--- config.mk ---
export PLATFORM = sky130hd
export DESIGN_NAME = fractal_sync_rr_arbiter
export DESIGN_NICKNAME = d
export VERILOG_FILES = /design/src/rtl/fractal_sync_pkg.sv /design/src/rtl/fractal_sync_arb_out_slot.sv /design/src/rtl/fractal_sync_rr_arbiter.sv
export SDC_FILE = /design/constraint.sdc
export NUM_CORES = 1
export LEC_CHECK = 0
export CORE_AREA = 3 3 40 42
export DETAILED_ROUTE_END_ITERATION = 10
export DIE_AREA = 0 0 43 45
export PLACE_DENSITY = 0.32
export SLEW_MARGIN = 30
export SYNTH_ARGS = -nofsm -noshare
export SYNTH_HDL_FRONTEND = slang
export SYNTH_SLANG_ARGS = --single-unit
export TNS_END_PERCENT = 50
--- constraint.sdc ---
create_clock -name clk_i -period 1.15 [get_ports clk_i]
set_input_delay 0.23 -clock clk_i [delete_from_list [all_inputs] [get_ports clk_i]]
set_output_delay 0.23 -clock clk_i [all_outputs]
set_load 0.02 [all_outputs]
--- src/rtl/fractal_sync_pkg.sv ---
// Shared types and helpers for the fractal synchronisation arbiter:
// selector-width function and the grant-pass enumeration used for debug visibility.
package fractal_sync_pkg;

  typedef enum logic [1:0] {
    URGENT,
    MASKED,
    UNMASKED
  } pass_e;

  function automatic int sel_width(input int n);
    return (n > 1) ? $clog2(n) : 1;
  endfunction

endpackage

--- src/rtl/fractal_sync_arb_out_slot.sv ---
// One valid/ready output register stage of the round-robin arbiter.
// The slot is free when empty or being drained; a free slot reloads or clears.
module fractal_sync_arb_out_slot #(
  parameter type elem_t = logic
) (
  input  logic  clk,
  input  logic  rst,
  input  logic  load,
  input  elem_t load_data,
  input  logic  ready,
  output logic  free,
  output logic  valid,
  output elem_t data
);

  assign free = ~valid | ready;

  always_ff @(posedge clk or posedge rst) begin
    if (rst) begin
      valid <= 1'b0;
      data  <= '0;
    end else if (free) begin
      valid <= load;
      if (load) data <= load_data;
    end
  end

endmodule

--- src/rtl/fractal_sync_rr_arbiter.sv ---
// Multi-output fair round-robin arbiter with registered, backpressured output slots.
// Define FRACTAL_SYNC_ARB_AGING_EN to add per-input wait counters and an urgent pass.
module fractal_sync_rr_arbiter
  import fractal_sync_pkg::*;
#(
  parameter int  IN_PORTS  = 1,
  parameter int  OUT_PORTS = 1,
  parameter type arbiter_t = logic,
  parameter int  MAX_WAIT  = 8
) (
  input  logic                 clk_i,
  input  logic                 rst_i,
  output logic [IN_PORTS-1:0]  pop_o,
  input  logic [IN_PORTS-1:0]  empty_i,
  input  arbiter_t             element_i [IN_PORTS],
  output logic [OUT_PORTS-1:0] valid_o,
  input  logic [OUT_PORTS-1:0] ready_i,
  output arbiter_t             element_o [OUT_PORTS]
);

  localparam int SEL_W = sel_width(IN_PORTS);

  if (IN_PORTS < 1) begin : g_bad_in_ports
    $error("fractal_sync_rr_arbiter: IN_PORTS must be > 0");
  end
  if (OUT_PORTS < 1) begin : g_bad_out_ports
    $error("fractal_sync_rr_arbiter: OUT_PORTS must be > 0");
  end
  if (MAX_WAIT < 1) begin : g_bad_max_wait
    $error("fractal_sync_rr_arbiter: MAX_WAIT must be >= 1");
  end

  logic [IN_PORTS-1:0]  mask;
  logic [IN_PORTS-1:0]  n_mask;
  logic [IN_PORTS-1:0]  gnt;
  logic [IN_PORTS-1:0]  pending;
  logic                 clear_mask;
  logic                 found;
  logic [OUT_PORTS-1:0] slot_free;
  logic [OUT_PORTS-1:0] slot_load;
  logic [SEL_W-1:0]     sel       [OUT_PORTS];
  pass_e                slot_pass [OUT_PORTS];
  arbiter_t             slot_data [OUT_PORTS];

`ifdef FRACTAL_SYNC_ARB_AGING_EN
  localparam int CNT_W = $clog2(MAX_WAIT + 1);
  localparam logic [CNT_W-1:0] WAIT_MAX = CNT_W'(MAX_WAIT);

  logic [CNT_W-1:0] wait_cnt [IN_PORTS];
`endif

  // Grant stage: free slots in ascending order each claim one pending input.
  always_comb begin
    pending    = ~empty_i;
    gnt        = '0;
    clear_mask = 1'b0;
    found      = 1'b0;
    for (int k = 0; k < OUT_PORTS; k++) begin
      slot_load[k] = 1'b0;
      sel[k]       = '0;
      slot_pass[k] = MASKED;
    end
    for (int k = 0; k < OUT_PORTS; k++) begin
      found = 1'b0;
      if (slot_free[k]) begin
`ifdef FRACTAL_SYNC_ARB_AGING_EN
        for (int i = 0; i < IN_PORTS; i++) begin
          if (!found && pending[i] && (wait_cnt[i] == WAIT_MAX)) begin
            found        = 1'b1;
            sel[k]       = SEL_W'(i);
            slot_pass[k] = URGENT;
            gnt[i]       = 1'b1;
            pending[i]   = 1'b0;
          end
        end
`endif
        for (int i = 0; i < IN_PORTS; i++) begin
          if (!found && pending[i] && mask[i]) begin
            found        = 1'b1;
            sel[k]       = SEL_W'(i);
            slot_pass[k] = MASKED;
            gnt[i]       = 1'b1;
            pending[i]   = 1'b0;
          end
        end
        for (int i = 0; i < IN_PORTS; i++) begin
          if (!found && pending[i]) begin
            found        = 1'b1;
            sel[k]       = SEL_W'(i);
            slot_pass[k] = UNMASKED;
            gnt[i]       = 1'b1;
            pending[i]   = 1'b0;
          end
        end
      end
      slot_load[k] = found;
    end
    // Any slot that fell through to the unmasked pass starts a new round.
    for (int k = 0; k < OUT_PORTS; k++) begin
      if (slot_load[k] && (slot_pass[k] == UNMASKED)) clear_mask = 1'b1;
    end
  end

  assign pop_o  = gnt;
  assign n_mask = (gnt & mask & {IN_PORTS{clear_mask}})
                | (~gnt & (mask | {IN_PORTS{clear_mask}}));

  always_ff @(posedge clk_i or posedge rst_i) begin
    if (rst_i) mask <= '1;
    else       mask <= n_mask;
  end

`ifdef FRACTAL_SYNC_ARB_AGING_EN
  always_ff @(posedge clk_i or posedge rst_i) begin
    if (rst_i) begin
      for (int i = 0; i < IN_PORTS; i++) wait_cnt[i] <= '0;
    end else begin
      for (int i = 0; i < IN_PORTS; i++) begin
        if (empty_i[i] || gnt[i])        wait_cnt[i] <= '0;
        else if (wait_cnt[i] != WAIT_MAX) wait_cnt[i] <= wait_cnt[i] + 1'b1;
      end
    end
  end
`endif

  // Output stage: one registered valid/ready slot per output port.
  for (genvar k = 0; k < OUT_PORTS; k++) begin : g_slot
    assign slot_data[k] = element_i[sel[k]];

    fractal_sync_arb_out_slot #(
      .elem_t(arbiter_t)
    ) u_slot (
      .clk       (clk_i),
      .rst       (rst_i),
      .load      (slot_load[k]),
      .load_data (slot_data[k]),
      .ready     (ready_i[k]),
      .free      (slot_free[k]),
      .valid     (valid_o[k]),
      .data      (element_o[k])
    );
  end

endmodule

==> impl_metrics.json <==
{
  "status": "finished clean",
  "drc": 0,
  "synthTopCellsByArea": "dfrtp_1 51%, a21oi_4 17%, mux2_4 15%",
  "fin_tns_setup_ns": 0,
  "htreeDepth": 1,
  "grt_setup_unrepaired": "yes",
  "maxCapViolations": 0,
  "tightest_slew_ns": 0.2039,
  "finalCritPeriodShare_pct": 98.77,
  "synth.top_cell.area_share_pct": 51.28,
  "detailedRoute.firstPassIterationCount": 2,
  "diodes": 0,
  "slew-limit-headroom_pct": 86.46,
  "synth.distinct_cells": 6,
  "hold_viol": 0,
  "syn-num-nets": 13,
  "yosysSeqAreaShare_pct": 51.28,
  "required_ns": 0.92,
  "drt_iter0_drc": 2,
  "initial_utilization_pct": 7.595,
  "slew_violations": 0,
  "vias": 91,
  "power_density_nw_per_um2": 1407,
  "layout-area-overhead-vs-synth_pct": 146.2,
  "whs_ns": 0.1619,
  "cts_sinks": 2,
  "yosys_warnings": 0,
  "grt_pass1_wl_um": 455,
  "cts_tree": "built",
  "fp-row-count": 13,
  "cts_buffers": 3,
  "skew_ns": 0.006527,
  "grt_use_total_pct": 3.997,
  "fin_nets": 28,
  "clk_latency_ns": 0.23,
  "mostFrequentLayoutCells": "3 x clkbuf_4, 3 x buf_4, 2 x inv_1, 2 x clkdlybuf4s50_1, 2 x buf_6",
  "ios": 8,
  "p_leak_nw": 0.1223,
  "numPortBuffers": 7,
  "syn-mean-instance-area_um2": 12.20,
  "cts_buffer_depth": 2,
  "cp_cell_sequence": "buf_4 > buf_6",
  "rrSetupSlack_ns": 0.08,
  "crit_path_end": "valid_o",
  "grt_max_degree": 3,
  "coreArea_um2": 1285,
  "clock.fmax_ghz": 0.8804,
  "end_kind": "output pin",
  "min_path_type": "input port to async pin",
  "netlist_area_um2": 97.59,
  "cp.arrival_ns": 0.91,
  "reg2reg_depth": 3,
  "drive_above_1_share_pct": 54.55,
  "dieArea_um2": 1935,
  "wirelength_um": 253,
  "slowest_delay_ns": 0.41,
  "regToRegEndpoint": "g_slot[0].u_slot.data",
  "synth-seq-cells": 2,
  "grt_pass1_vias": 115,
  "synth.largest_area_cell": "dfrtp_1",
  "clk_pin_slew_ns": 0.04,
  "gp_congestion": 0.6125,
  "ant_nets": 0,
  "critPathMaxFanout": 2,
  "min_period_ns": 1.136,
  "gr-total-overflow": 0,
  "wl_per_cell_um": 6.838,
  "worstSetupPathType": "register to output pin",
  "finalSetupViolations": 0,
  "die_h_um": 45,
  "cp-start-kind": "register",
  "worst_r2r_startpoint": "g_slot[0].u_slot.valid",
  "root_buffer": "clkbuf_4",
  "cp_slowest_cell": "dfrtp_2",
  "synth_cells": 8,
  "grt_antenna_before_repair": 0,
  "vdd_drop_max_uv": 647.3,
  "die_w_um": 43,
  "postCtsHoldBufs": 0,
  "setup.worst_path.start": "g_slot[0].u_slot.valid",
  "viasPerCell": 2.459
}
sequential cells by signal, indices dropped and copies added, names as in the netlist:
signal and cells:
g_slot.u_slot.valid 1, g_slot.u_slot.data 1
power by group:
part	total, W	switching (W)	internal (W)
registers	0.0000837	0.00000473	0.0000790
logic	0.0000803	0.0000319	0.0000483
clock network	0.000174	0.0000449	0.000129
total	0.000338	0.0000815	0.000256
critical path: cells and delay by family, from the launching register on:
family,cells,cell delay [ns]
DFF,1,0.41
buffers and inverters,2,0.26
layer usage:
| metal | part of all wire, % | up-vias | GRT usage (%) | wire (um) |
|---|---|---|---|---|
| li1 | - | 52 | - | - |
| met1 | 62 | 31 | 4.096 | 156 |
| met2 | 19 | 8 | 3.293 | 47 |
| met3 | 19 | 0 | 6.773 | 49 |
| met4 | 0 | 0 | 1.807 | 0 |
| met5 | 0 | - | 0 | 0 |
through the flow:
step / setup WS, ns / utilization [%] / total power [W] / cell area, um^2 / std cells
after detailed placement: -0.5875 / 16.36 / 0.0001681 / 210.2 / 33
after global placement: -0.5846 / 16.36 / 0.0001677 / 210.2 / 33
after global routing: -0.02715 / 18.70 / 0.0003647 / 240.2 / 37
after CTS: -0.05004 / 18.11 / 0.0003453 / 232.7 / 37
after floorplan: 0.008551 / - / 0.0001157 / 98.84 / 8
final: 0.01415 / 18.70 / 0.0003380 / 240.2 / 37
repair_timing:
| item | 4_1_cts | 5_1_grt |
|---|---|---|
| buffers inserted | 0 | 0 |
| cloned | 0 | 0 |
| gates resized for setup | 13 | 3 |
| pin swaps | 0 | 1 |
| setup endpoints to repair | 4 | 3 |
| endpoints found under the hold margin | 0 | 0 |
cell usage after synthesis (all sizes together):
library cell / instances
a21oi: 1
dfrtp: 2
inv: 3
mux2: 1
o21ai: 1
worst min path at each step:
stage,startpoint,endpoint,depth (start not counted)
after CTS,rst_i,g_slot[0].u_slot.valid,2
final,rst_i,g_slot[0].u_slot.valid,2
after global routing,rst_i,g_slot[0].u_slot.valid,2
after global placement,rst_i,g_slot[0].u_slot.data,2
after floorplan,rst_i,g_slot[0].u_slot.data,1
after detailed placement,rst_i,g_slot[0].u_slot.data,2
cell type report:
cell class                      count  area (um^2)
Sequential cell                     2        51.30
Multi-Input combinational cell      3        36.28
Inverter                            3        11.26
Tap cell                           15        18.77
Timing Repair Buffer               10        96.34
Fill cell                         138         1045
Clock buffer                        4        26.28
cell families after synthesis:
| logic type | synth area share (%) |
|---|---|
| buffers and inverters | 11.54 |
| DFF | 51.28 |
| AOI/OAI and AO/OA | 21.79 |
| muxes | 15.38 |
Power figures use the tool's default switching activity.
